<file path="config.mk">
export PLATFORM = sky130hd
export DESIGN_NAME = morra_match_driver
export DESIGN_NICKNAME = d
export VERILOG_FILES = /design/src/rtl/morra_match_driver.sv
export SDC_FILE = /design/constraint.sdc
export NUM_CORES = 1
export LEC_CHECK = 0
export CORE_MARGIN = 10
export CORE_UTILIZATION = 49
export DETAILED_ROUTE_END_ITERATION = 12
export GPL_TIMING_DRIVEN = 0
export PLACE_DENSITY_LB_ADDON = 0.15
export SLEW_MARGIN = 5
export SYNTH_ARGS = -nofsm -noshare
export SYNTH_HDL_FRONTEND = slang
export SYNTH_SLANG_ARGS = --single-unit
</file>
<file path="constraint.sdc">
create_clock -name clk -period 4.1 [get_ports clk]
set_clock_uncertainty 0.15 [all_clocks]
set_input_delay 0.41 -clock clk [delete_from_list [all_inputs] [get_ports clk]]
set_output_delay 0.41 -clock clk [all_outputs]
set_load 0.01 [all_outputs]
</file>
<file path="src/rtl/morra_match_driver.sv">
// morra_match_driver: initiator that drives MorraCinese game inputs per command and scores the returned results
module morra_match_driver #(
  parameter int GAME_LAT = 1,
  parameter int CNT_W    = 5
) (
  input  logic             clk,
  input  logic             rst_n,
  input  logic             cmd_valid,
  output logic             cmd_ready,
  input  logic             cmd_start,
  input  logic [1:0]       cmd_primo,
  input  logic [1:0]       cmd_secondo,
  output logic [1:0]       primo,
  output logic [1:0]       secondo,
  output logic             inizia,
  input  logic [1:0]       manche,
  input  logic [1:0]       partita,
  output logic             res_valid,
  output logic [1:0]       res_manche,
  output logic [1:0]       res_partita,
  output logic             res_err,
  output logic             match_active,
  output logic [CNT_W-1:0] wins_primo,
  output logic [CNT_W-1:0] wins_secondo,
  output logic [CNT_W-1:0] ties,
  output logic [CNT_W-1:0] invalid_cnt
);
  typedef enum logic [1:0] {IDLE, DRIVE, WAIT, REPORT} state_t;
  localparam logic [CNT_W-1:0] MAX = '1;
  state_t state, state_n;
  logic start_r;
  logic [1:0] p_r, s_r;
  logic [2:0] wcnt;
  logic accept, err_cmd, last_wait, count_en;
  assign err_cmd   = !cmd_start && !match_active;
  assign accept    = state == IDLE && cmd_valid;
  assign last_wait = state == WAIT && wcnt == 3'(GAME_LAT - 1);
  // only real moves that reached the game feed the scoreboard
  assign count_en  = state == REPORT && !start_r && !res_err;
  always_ff @(posedge clk) begin
    if (!rst_n) state <= IDLE;
    else        state <= state_n;
  end
  always_comb begin
    state_n   = state;
    cmd_ready = 1'b0;
    res_valid = 1'b0;
    primo     = 2'b00;
    secondo   = 2'b00;
    inizia    = 1'b0;
    case (state)
      IDLE: begin
        cmd_ready = 1'b1;
        if (cmd_valid) state_n = err_cmd ? REPORT : DRIVE;
      end
      DRIVE: begin
        primo   = p_r;
        secondo = s_r;
        inizia  = start_r;
        state_n = WAIT;
      end
      WAIT:    state_n = last_wait ? REPORT : WAIT;
      default: begin
        res_valid = 1'b1;
        state_n   = IDLE;
      end
    endcase
  end
  always_ff @(posedge clk) begin
    if (!rst_n) begin
      start_r      <= 1'b0;
      p_r          <= 2'b00;
      s_r          <= 2'b00;
      wcnt         <= 3'd0;
      res_manche   <= 2'b00;
      res_partita  <= 2'b00;
      res_err      <= 1'b0;
      match_active <= 1'b0;
      wins_primo   <= '0;
      wins_secondo <= '0;
      ties         <= '0;
      invalid_cnt  <= '0;
    end else begin
      wcnt <= state == WAIT ? wcnt + 3'd1 : 3'd0;
      if (accept) begin
        start_r <= cmd_start;
        p_r     <= cmd_primo;
        s_r     <= cmd_secondo;
      end
      if (accept && err_cmd) res_err <= 1'b1;
      if (last_wait) begin
        res_err     <= 1'b0;
        res_manche  <= manche;
        res_partita <= partita;
      end
      if (state == DRIVE && start_r) begin
        match_active <= 1'b1;
        wins_primo   <= '0;
        wins_secondo <= '0;
        ties         <= '0;
        invalid_cnt  <= '0;
      end
      if (count_en) begin
        if (res_manche == 2'b01 && wins_primo != MAX)   wins_primo   <= wins_primo + 1'b1;
        if (res_manche == 2'b10 && wins_secondo != MAX) wins_secondo <= wins_secondo + 1'b1;
        if (res_manche == 2'b11 && ties != MAX)         ties         <= ties + 1'b1;
        if (res_manche == 2'b00 && invalid_cnt != MAX)  invalid_cnt  <= invalid_cnt + 1'b1;
        if (res_partita != 2'b00) match_active <= 1'b0;
      end
    end
  end
endmodule

</file>
==> out/metrics.cfg <==
[outcome]
run_status = complete, no violations

[clock_tree]
numClockSinks = 36
cts_tree = built
cts-buffers-inserted = 5
cts_setup_buffers = 0
insertion_delay_ns = 0.29
clkSlewWorstSetupHoldPaths_ns = 0.07
root_buffer = sky130_fd_sc_hd__clkbuf_8
cts-hold-fix-buffers = 0
postCtsResizedCells = 0
ctsLongestPathBuffers = 2
number_of_h_tree_levels = 2

[pwr]
power.clock.fraction_pct = 28.1
power.density_cell_area_nw_per_um2 = 373
swShare_pct = 32.2
leakagePower_nw = 0.994
share_comb_of_total_power_pct = 27.7
vdd_drop_max_mv = 0.344
power_switching_uw = 302
power.share.sequential_pct = 44.2
power.internal_uw = 637

[die]
io-pin-count = 45
core_area_sq_um = 3740
fp.dieW_um = 82.9
placement_rows = 22
die-area_sq_um = 6860
initial_core_util_pct = 51.7
chipHeight_um = 82.9

[synthesis]
synth_compound_gate_area_share_pct = 17.8
synth-seq-cells = 36
synth_area_sq_um = 1940
dominant_combinational_cell_family_by_area_after_synthesis = simple AND/OR/NAND/NOR gates
synth-xor-area-share_pct = 0.452
post_synth_num_cell_types = 37
postSynthAreaPerCell_sq_um = 8.76
mappedNetlistNets = 248
post_synth_mux_area_share_pct = 2.07
synthSimpleGateAreaFrac_pct = 29.0
synth_sequential_area_ratio_pct = 37.2
ys_warn_count = 0
synth_fa_ha_area_share_pct = 9.70
syn-instance-count = 221

[setup_path]
critPathTopFamily = buffers and inverters
crit_path_cell_trace = inv_1 > ha_1 > nand2_1 > clkbuf_1 > inv_1 > clkdlybuf4s50_1
crit_path_max_fanout = 10
critical_path.endpoint_type = primary output
r2r_path_start = state[0]
critical-path-top-cell-by-count = sky130_fd_sc_hd__inv_1
crit_path_launch = state[1]
timing.critical_path.depth = 6
worstRegToRegCells = 5
reg2reg_setup_slack_ns = 1.92
crit-reg2reg-capture = wins_primo[3]
endpoint = inizia
worst-endpoint-required_ns = 3.54
worst-setup-path-type = register to primary output
worst_setup_path_start_kind = register
critical-path-max-stage-delay_ns = 0.52
cpMaxStageDelayCell = sky130_fd_sc_hd__clkdlybuf4s50_1
critical_path_buf_inv_count = 4
worstPathArrival_ns = 2.23

[placement]
buffer_ports.inserted = 43
finalWeightedCongestion = 0.803
dpl_cell_area_sq_um = 2430
dp_hpwl_mm = 3.66
placed_cells = 312

[routing]
detailroute.via_count = 1800
routedWlPerCell_um = 15.2
detail-route-antenna-nets = 0
finalWirelength_mm = 4.86
average_via_count_per_standard_cell = 5.63
route.detailed.drc = 0
initial_detailed_routing_violation_count = 84
detailedRoute.firstPassIterationCount = 4

[global_routing]
first_pass_grt_wire_length_mm = 8.48
grt_max_degree = 11
grt_use_total_pct = 14.3
grt.overflow.total = 0
grt_pass1_vias = 1810
antenna_found_initial = 0

[sta]
timing_max_transition_violations_final = 0
grt_setup_unrepaired = false
final_min_period_over_clock_period_pct = 68.1
setup-violations-final = 0
max_freq_ghz = 0.358
timing.slew.headroom_pct = 48.9
layout_min_cycle_time_ns = 2.79
timing_worst_slew_pin_value_ns = 0.764
report.final.hold_viol_count = 0
fin_tns_setup_ns = 0

[final_layout]
most-common-layout-cells = sky130_fd_sc_hd__clkdlybuf4s50_1 (43), sky130_fd_sc_hd__dfxtp_1 (36), sky130_fd_sc_hd__nand2_1 (25)
drive_above_1_share_pct = 5.51
final_cell_area_sq_um = 2520
utilization_after_layout_pct = 67.2
finalNonFillerCells = 320
final_common_cell = sky130_fd_sc_hd__clkdlybuf4s50_1
layout.nets = 298
antenna-diode-count = 0
areaGrowthSynthToFinish_pct = 30.0

[flow_run]
max_cap_viol_count = 0

[min_path]
worst_hold_path_type = register to register
worst_hold_path.num_cells = 2

==> worst reg2reg max path: cells and delay by family, from the launching register on <==
| family | cells | cell delay (ns) |
|---|---|---|
| AO/OA/AOI/OAI | 1 | 0.08 |
| adder cells (fa/ha/maj) | 1 | 0.31 |
| buffers and inverters | 1 | 0.17 |
| flip-flops | 1 | 0.42 |
| AND/OR/NAND/NOR | 2 | 0.97 |
==> through the flow <==
stage / hold WS (ns) / worst slack [ns] / total power [mW]
after floorplan: 0.267 / 2.09 / 0.579
after global placement: 0.290 / 1.62 / 0.679
after detailed placement: 0.303 / 1.62 / 0.683
after CTS: 0.313 / 1.29 / 0.947
after global routing: 0.330 / 1.17 / 0.997
final: 0.307 / 1.31 / 0.939
==> power by group through the flow <==
stage          combinational [mW]  clock (mW)  sequential, mW
3_5_place_dp                0.260           0           0.423
2_1_floorplan               0.159           0           0.419
3_3_place_gp                0.257           0           0.422
6_report                    0.260       0.264           0.415
5_1_grt                     0.292       0.285           0.420
4_1_cts                     0.262       0.269           0.415
==> flip-flops by register name (all words and copies together), names as in the netlist <==
name / flops
match_active: 1
res_partita: 2
wcnt: 3
state: 2
wins_primo: 5
p_r: 2
invalid_cnt: 5
ties: 5
start_r: 1
res_manche: 2
wins_secondo: 5
s_r: 2
res_err: 1
==> final cells by class <==
class | instances | area (sq um)
Buffer | 10 | 47.5
Inverter | 7 | 26.3
Tap cell | 48 | 60.1
Sequential cell | 36 | 721
Multi-Input combinational cell | 168 | 1140
Timing Repair Buffer | 43 | 430
Clock buffer | 8 | 90.1
Fill cell | 337 | 1230
==> cells in the mapped netlist <==
library cell                 n  area [sq um]
sky130_fd_sc_hd__ha_1       15           188
sky130_fd_sc_hd__nor3_1      2          10.0
sky130_fd_sc_hd__nor2_1      5          18.8
sky130_fd_sc_hd__clkbuf_1    7          26.3
sky130_fd_sc_hd__buf_6       1          11.3
sky130_fd_sc_hd__and2_1      4          25.0
sky130_fd_sc_hd__clkbuf_2    1          5.00
sky130_fd_sc_hd__mux2i_1     4          40.0
sky130_fd_sc_hd__nand4bb_1   1          11.3
sky130_fd_sc_hd__and4bb_2    1          12.5
sky130_fd_sc_hd__o22ai_1     4          25.0
sky130_fd_sc_hd__o211a_1     1          10.0
sky130_fd_sc_hd__a21oi_1     1          5.00
sky130_fd_sc_hd__o2111ai_1   4          35.0
sky130_fd_sc_hd__nor4b_2     1          15.0
sky130_fd_sc_hd__xnor2_1     1          8.76
sky130_fd_sc_hd__or2_2       2          12.5
sky130_fd_sc_hd__nor2b_1    13          81.3
sky130_fd_sc_hd__o21ai_0     9          45.0
sky130_fd_sc_hd__o211ai_1    9          67.6
sky130_fd_sc_hd__nand3b_1    1          7.51
sky130_fd_sc_hd__nand3_1    21           105
sky130_fd_sc_hd__or2b_1      1          7.51
sky130_fd_sc_hd__o221ai_1    5          43.8
sky130_fd_sc_hd__and3_1      5          31.3
sky130_fd_sc_hd__nor3b_1     1          7.51
sky130_fd_sc_hd__or4_1       4          30.0
sky130_fd_sc_hd__or4b_1      1          10.0
sky130_fd_sc_hd__a21boi_0   15           113
sky130_fd_sc_hd__dfxtp_1    36           721
sky130_fd_sc_hd__inv_1       7          26.3
sky130_fd_sc_hd__or3_1       2          12.5
sky130_fd_sc_hd__nand2b_1    7          43.8
sky130_fd_sc_hd__and2b_1     1          7.51
sky130_fd_sc_hd__nand2_1    25          93.8
sky130_fd_sc_hd__or2b_2      2          17.5
sky130_fd_sc_hd__buf_2       1          5.00
==> logic make-up after synthesis <==
family | after synthesis
XOR/XNOR | 1
multiplexers | 4
AND/OR/NAND/NOR | 100
adder cells (fa/ha/maj) | 15
AO/OA/AOI/OAI | 48
flip-flops | 36
buffers and inverters | 17
==> per-layer routing <==
| layer | vias to the layer above | share of wire, % | track usage (%) |
|---|---|---|---|
| met4 | 0 | 1.4 | 5.08 |
| met1 | 853 | 42 | 15.2 |
| met3 | 8 | 8.2 | 6.45 |
| li1 | 897 | - | - |
| met2 | 42 | 48 | 24.2 |
| met5 | - | 0 | 0 |
==> worst min path at each step <==
stage | from | slack, ns | end
floorplan | wcnt[0] | 0.27 | wcnt[0]
global placement | wcnt[0] | 0.29 | wcnt[0]
detailed placement | s_r[0] | 0.30 | s_r[0]
CTS | s_r[0] | 0.31 | s_r[0]
global route | p_r[0] | 0.33 | p_r[0]
finish | s_r[0] | 0.31 | s_r[0]
Note: power is estimated with default switching activity, not from simulation.
